--- src/rtl/plazer_st_channel_adapter.sv ---
// Avalon-ST channel adapter: remaps the input channel, drops packets whose mapped
// channel is illegal, and buffers accepted beats in a 2-entry skid buffer.
module plazer_st_channel_adapter #(
   parameter int DATA_W      = 8,
   parameter int IN_CH_W     = 1,
   parameter int OUT_CH_W    = 8,
   parameter int CH_OFFSET   = 0,
   parameter int MAX_CHANNEL = 255
) (
   input  logic                clk,
   input  logic                reset_n,
   input  logic                in_valid,
   input  logic                in_startofpacket,
   input  logic                in_endofpacket,
   input  logic [DATA_W-1:0]   in_data,
   input  logic [IN_CH_W-1:0]  in_channel,
   output logic                in_ready,
   input  logic                out_ready,
   output logic                out_valid,
   output logic                out_startofpacket,
   output logic                out_endofpacket,
   output logic [DATA_W-1:0]   out_data,
   output logic [OUT_CH_W-1:0] out_channel,
   output logic [15:0]         drop_count
);

   localparam int ENTRY_W = DATA_W + OUT_CH_W + 2;
   localparam logic [OUT_CH_W:0] OFFSET_C = (OUT_CH_W+1)'(CH_OFFSET);

   typedef enum logic [1:0] {IDLE, PASS, DROP} pkt_state_t;

   pkt_state_t            state, state_next;
   logic [OUT_CH_W-1:0]   chan_reg;
   logic [OUT_CH_W-1:0]   beat_channel;
   logic                  chan_load;
   logic                  forward;
   logic                  drop_inc;
   logic                  accept;
   logic                  push;
   logic                  pop;
   logic [OUT_CH_W:0]     mapped_sum;
   logic                  legal;
   logic [1:0]            count, count_next;
   logic [ENTRY_W-1:0]    slot0, slot1, new_entry;

   assign accept = in_valid & in_ready;

   // The extra top bit of the sum catches carries out of the output channel width.
   assign mapped_sum = {{(OUT_CH_W+1-IN_CH_W){1'b0}}, in_channel} + OFFSET_C;
   assign legal      = ~mapped_sum[OUT_CH_W] && (32'(mapped_sum) <= $unsigned(32'(MAX_CHANNEL)));

   always_comb begin
      state_next   = state;
      forward      = 1'b0;
      drop_inc     = 1'b0;
      chan_load    = 1'b0;
      beat_channel = chan_reg;
      if (accept) begin
         if (in_startofpacket) begin
            // A new SOP always starts a fresh packet, silently truncating any open one.
            beat_channel = mapped_sum[OUT_CH_W-1:0];
            if (legal) begin
               forward    = 1'b1;
               chan_load  = 1'b1;
               state_next = in_endofpacket ? IDLE : PASS;
            end else begin
               drop_inc   = 1'b1;
               state_next = in_endofpacket ? IDLE : DROP;
            end
         end else begin
            case (state)
               IDLE: drop_inc = 1'b1;
               PASS: begin
                  forward = 1'b1;
                  if (in_endofpacket) state_next = IDLE;
               end
               DROP: if (in_endofpacket) state_next = IDLE;
               default: state_next = IDLE;
            endcase
         end
      end
   end

   always_ff @(posedge clk or negedge reset_n) begin
      if (!reset_n) begin
         state      <= IDLE;
         chan_reg   <= '0;
         drop_count <= '0;
      end else begin
         state <= state_next;
         if (chan_load) chan_reg <= beat_channel;
         if (drop_inc && drop_count != 16'hFFFF) drop_count <= drop_count + 16'd1;
      end
   end

   assign push      = accept & forward;
   assign out_valid = (count != 2'd0);
   assign pop       = out_valid & out_ready;
   assign new_entry = {in_startofpacket, in_endofpacket, beat_channel, in_data};

   always_comb begin
      count_next = count;
      if (push && !pop)      count_next = count + 2'd1;
      else if (!push && pop) count_next = count - 2'd1;
   end

   // slot0 is the output register; slot1 catches the beat accepted while the head stalls.
   always_ff @(posedge clk or negedge reset_n) begin
      if (!reset_n) begin
         slot0    <= '0;
         slot1    <= '0;
         count    <= 2'd0;
         in_ready <= 1'b0;
      end else begin
         count    <= count_next;
         in_ready <= (count_next != 2'd2);
         case (count)
            2'd0: if (push) slot0 <= new_entry;
            2'd1: begin
               if (push && pop) slot0 <= new_entry;
               else if (push)   slot1 <= new_entry;
            end
            default: if (pop) slot0 <= slot1;
         endcase
      end
   end

   assign out_startofpacket = slot0[ENTRY_W-1];
   assign out_endofpacket   = slot0[ENTRY_W-2];
   assign out_channel       = slot0[DATA_W +: OUT_CH_W];
   assign out_data          = slot0[DATA_W-1:0];

endmodule

--- config.mk ---
export PLATFORM = sky130hd
export DESIGN_NAME = plazer_st_channel_adapter
export DESIGN_NICKNAME = d
export VERILOG_FILES = /design/src/rtl/plazer_st_channel_adapter.sv
export SDC_FILE = /design/constraint.sdc
export NUM_CORES = 1
export LEC_CHECK = 0
export BUFFER_PORTS_ARGS = -buffer_cell sky130_fd_sc_hd__buf_2
export CORE_UTILIZATION = 50
export DETAILED_ROUTE_END_ITERATION = 8
export HOLD_SLACK_MARGIN = 0.02
export PLACE_DENSITY_LB_ADDON = 0.12
export SETUP_SLACK_MARGIN = 0.15
export SYNTH_ARGS = -nofsm -noshare
export SYNTH_HDL_FRONTEND = slang
export SYNTH_SLANG_ARGS = --single-unit
--- constraint.sdc ---
create_clock -name clk -period 1.98 [get_ports clk]
set_input_delay 0.297 -clock clk [delete_from_list [all_inputs] [get_ports clk]]
set_output_delay 0.297 -clock clk [all_outputs]
set_load 0.005 [all_outputs]
==> reports/metrics.csv, run 1 <==
metric,value,unit
outcome,"finished, final reports clean",
startpoint,count[0],
synth_compound_area_share,6.84,%
rsz0062_at_grt,yes,
synthSimpleGateAreaFrac,12.3,%
highest_layer,met4,
ys_seq_area_share,55.4,%
fillerInstances,443,
worstSkewPairLatency,0.33,ns
finClkSkew,0.00505,ns
post_drt_wl_per_cell,14.4,um
finalSetupTns,0,ns
clock_power_share,27.5,%
top_regs,"slot0 x18, slot1 x18, drop_count x16",
yosys_warnings,0,
drv_slew,0,
grt_max_degree,44,
worstReg2RegEnd,slot0[5],
p_sw,1550,uW
intPower,3540,uW
ys_async_sr_fraction,100,%
wl,5.55,mm
die_h,78.0,um
max_slew_margin,63.8,%
grt_overflow,0,
finalNetCount,325,
grt_pass1_wl,9.35,mm
worstMarginPinSlew,0.544,ns
synth_seq_cells,64,
dieArea,6090,sq um
syn_nets,259,
synthTopCellsByCount,"dfrtp_1, mux2_1, nand2_1",
drc,0,
synth_top_family_by_area,multiplexers,
detail-route-antenna-nets,0,
cts_buffers,9,
synthToLayoutAreaGrowth,25.8,%
hold_path_depth,2,
endpoint_kind,flip-flop,
period_share,90.8,%
yosysMostFrequentCell,dfrtp_1,
synth_cell_type_count,47,
htreeDepth,3,
critical_path_class,reg -> reg,
cap_violations,0,
netlist_area,2890,sq um
netlist.area_leader.share,55.4,%
numPlacedInstances,365,
synth_edf_count,0,
drtIter0Drc,69,
clkSinkCount,64,
via_per_inst,5.22,
antenna_found_initial,0,
synthMuxAreaShare,16.4,%
cts.clk_slew.worst_paths,0.07,ns
drive_above_1_share,34.0,%
rows,27,
whs,0.189,ns
power,5090,uW
initial_core_util,52.2,%
synth_adder_area_share,1.30,%
cts_root_buffer,clkbuf_8,
cp.arrival,2.01,ns
hold_path_class,in -> reg,
p_leak,0.00185,uW
place_hpwl,3.73,mm
pwr-share-comb,36.2,%
cts_tree,yes,
fin_crit,1.80,ns
wl_met2,2.61,mm
switching_share,30.5,%
final-setup-viol-count,0,
r2r_setup_slack,0.18,ns
dr.pass1.iters,4,
worstPathRequired,2.19,ns
worstPathMaxFanout,18,
setup.worst_path.end,slot0[5],
core_area,5540,sq um
instances_no_fill,384,
fmax,556,MHz
yosys.area.top_type,dfrtp_1,
synth-xor-area-share,4.24,%
clockBufferDepth,2,
max-vdd-ir-drop,0.000989,V
ys.flop_type,dfrtp_1,
p_per_area,1400,nW/um^2
reg2reg_depth,7,
diodes,0,
dr_wl_met3,163,um
start_kind,flip-flop,
place_congestion,0.768,
io_buffers,50,
hold_viol,0,
syn_area_per_cell,12.0,sq um
postSynthCellCount,241,
die-width,78.0,um
dr_total_vias,2006,
gr-usage-all-layers,20.2,%
r2r_start,count[0],
io_pins,51,
ys_top_cells_by_area,"dfrtp_1, mux2_1, nand2_1",
wl_met1,2.73,mm
grt_pass1_vias,2015,
pwr-share-seq,36.3,%
[area by class of cell]
type	count	area (sq um)	area share, %
inverters	16	60.1	1.65
well taps	72	90.1	2.48
clock inverters	5	103	2.82
flip-flops and latches	64	1600	44.1
clock buffers	11	151	4.16
multi-input cells	154	1240	34.0
repair buffers	62	393	10.8
[worst min path at each step]
| stage | slack, ns | endpoint | start |
|---|---|---|---|
| final | 0.19 | slot1[5] | in_data[5] |
| after global routing | 0.18 | slot1[2] | in_data[2] |
| after CTS | 0.18 | slot1[2] | in_data[2] |
| after detailed placement | 0.31 | slot0[7] | reset_n |
| after global placement | 0.30 | slot0[7] | reset_n |
| after floorplan | 0.001 | chan_reg[0] | reset_n |
[power groups by stage]
stage               logic, uW  clock network [uW]  registers [uW]
global placement         1770                   0            1860
floorplan                1200                   0            1850
global route             2010                1470            1880
finish                   1840                1400            1840
detailed placement       1820                   0            1870
CTS                      1840                1420            1850
[critical path, stage by stage, from the launching register on]
cell and delay [ns]:
dfrtp_2 0.40, inv_1 0.08, ha_4 0.19, nor4b_2 0.27
a41oi_1 0.10, nand3_2 0.12, buf_12 0.17, mux2_2 0.34
[cell usage in the layout, fill, tap and decap left out, types with 3 or more instances in the layout]
cell,netlist,routed
a21oi_1,3,3
buf_12,0,4
buf_2,3,50
buf_4,1,7
bufinv_16,0,3
clkbuf_8,0,11
dfrtp_1,64,63
inv_1,15,14
mux2_1,27,27
mux2_2,8,8
mux2_4,4,4
nand2_1,27,27
nand3_1,6,6
nand4_1,6,6
nor2_1,5,4
nor3_1,4,4
o21ai_0,7,7
o21ai_1,8,8
xnor2_1,7,7
xor2_1,7,7
[per-layer routing]
layer  GRT usage, %  vias to the layer above
met5              0                        -
met3           5.35                        4
met1           26.3                      992
met4           7.78                        0
li1               -                      977
met2           32.7                       33
[stage by stage]
step	area, sq um	setup slack [ns]	util [%]
detailed placement	3350	0.103	60.4
global route	3640	0.0949	65.7
global placement	3350	0.166	60.4
floorplan	2940	0.154	-
finish	3640	0.182	65.7
CTS	3620	0.164	65.3
[cell families (layout without fill, tap and decap cells)]
| family | after synthesis | after routing |
|---|---|---|
| XOR/XNOR | 14 | 14 |
| AO/OA/AOI/OAI | 31 | 31 |
| buffers and inverters | 23 | 94 |
| adder cells (fa/ha/maj) | 3 | 3 |
| multiplexers | 41 | 41 |
| flip-flops | 64 | 64 |
| AND/OR/NAND/NOR | 65 | 65 |
[what timing repair did]
item,in CTS,in global routing
hold buffers,1,0
endpoints found under the hold margin,21,0
endpoints found under the setup margin,26,30
resized for setup,2,1
setup buffers,0,2
No activity file was read; power rests on OpenSTA's default activity.
==> run 2, diff against run 1 <==
--- a/config.mk
+++ b/config.mk
@@ -9,7 +9,7 @@
 export CORE_UTILIZATION = 50
 export DETAILED_ROUTE_END_ITERATION = 8
 export HOLD_SLACK_MARGIN = 0.02
-export PLACE_DENSITY_LB_ADDON = 0.12
+export PLACE_DENSITY = 0.74
 export SETUP_SLACK_MARGIN = 0.15
 export SYNTH_ARGS = -nofsm -noshare
 export SYNTH_HDL_FRONTEND = slang
==> reports/metrics.csv, run 2 (same netlist as run 1, synthesis figures left out) <==
metric,value,unit
detail-route-antenna-nets,0,
place_congestion,0.792,
core_area,5540,sq um
via_per_inst,5.42,
finalNetCount,326,
fillerInstances,421,
final-setup-viol-count,0,
dr.pass1.iters,4,
cts_root_buffer,clkbuf_8,
power,5290,uW
synthToLayoutAreaGrowth,27.4,%
start_kind,flip-flop,
rows,27,
critical_path_class,reg -> reg,
worstPathRequired,2.20,ns
antenna_found_initial,0,
drc,0,
diodes,0,
htreeDepth,3,
hold_path_class,in -> reg,
worstSkewPairLatency,0.34,ns
die_h,78.0,um
grt_overflow,0,
drtIter0Drc,112,
finalSetupTns,0,ns
post_drt_wl_per_cell,15.6,um
outcome,"finished, final reports clean",
top_regs,"slot0 x18, slot1 x18, drop_count x16",
worstPathMaxFanout,9,
rsz0062_at_grt,yes,
cts.clk_slew.worst_paths,0.07,ns
max_slew_margin,71.6,%
drv_slew,0,
clockBufferDepth,2,
io_buffers,50,
endpoint_kind,flip-flop,
finClkSkew,0.00735,ns
worstMarginPinSlew,0.426,ns
grt_pass1_vias,2128,
max-vdd-ir-drop,0.000958,V
wl,6.01,mm
dpl_cell_area,3330,sq um
place_hpwl,3.68,mm
p_per_area,1440,nW/um^2
dieArea,6090,sq um
grt_pass1_wl,9.90,mm
fin_crit,1.81,ns
die-width,78.0,um
drive_above_1_share,36.4,%
fin_area,3680,sq um
cp.arrival,2.02,ns
cts_tree,yes,
hold_viol,0,
final_common_cell,dfrtp_1,
utilization,66.5,%
grt_max_degree,65,
gr-usage-all-layers,21.4,%
initial_core_util,52.2,%
dr_total_vias,2085,
io_pins,51,
cts_buffers,9,
whs,0.184,ns
p_leak,0.00187,uW
period_share,91.2,%
most-common-layout-cells,"dfrtp_1, buf_2, nand2_1",
cap_violations,0,
clkSinkCount,64,
fmax,554,MHz
run 2: cell type report:
cell class | instances | area [sq um] | share of cell area (%)
Inverter | 16 | 60.1 | 1.63
Tap cell | 72 | 90.1 | 2.45
Clock inverter | 6 | 82.6 | 2.24
Timing Repair Buffer | 63 | 422 | 11.5
Sequential cell | 64 | 1600 | 43.5
Clock buffer | 10 | 138 | 3.74
Multi-Input combinational cell | 154 | 1290 | 35.0
run 2: per-stage QoR:
step | instances | setup slack [ns]
floorplan | 241 | 0.154
global placement | 363 | 0.139
detailed placement | 363 | 0.0998
CTS | 382 | 0.174
global route | 385 | 0.102
finish | 385 | 0.175
run 2: power breakdown:
group | switching [uW] | internal, uW
Sequential | 226 | 1640
Combinational | 973 | 1220
Clock | 503 | 736
run 2: worst max-delay path, stage by stage (launching register included):
cell	delay, ns
dfrtp_2	0.44
inv_2	0.08
ha_4	0.20
inv_1	0.10
a41oi_2	0.20
nand3_4	0.16
buf_12	0.18
mux2_1	0.31
run 2: timing repair:
item / CTS / global route
buffers inserted: 2 / 1
hold endpoints to repair: 64 / 0
pin swaps: 0 / 1
setup endpoints to repair: 22 / 26
gates cloned: 0 / 2
resized for setup: 1 / 13
hold buffers: 1 / 0
run 2: final timing paths:
check | from | to | slack (ns) | cells past startpoint
worst min register to register | chan_reg[4] | chan_reg[4] | 0.48 | 2
min in group asynchronous | reset_n | drop_count[11] | 0.50 | 3
max in group asynchronous | reset_n | count[0] | 1.17 | 3
worst max register to register | count[0] | slot0[16] | 0.17 | 7
worst min-delay path | in_data[4] | slot1[4] | 0.18 | 2
worst max-delay path | count[0] | slot0[16] | 0.17 | 7
run 2: layer usage:
layer / GRT usage, % / wire length, um
met2: 33.5 / 2980
met3: 6.63 / 227
met4: 7.41 / 109
met1: 28.4 / 2690
met5: 0 / 0
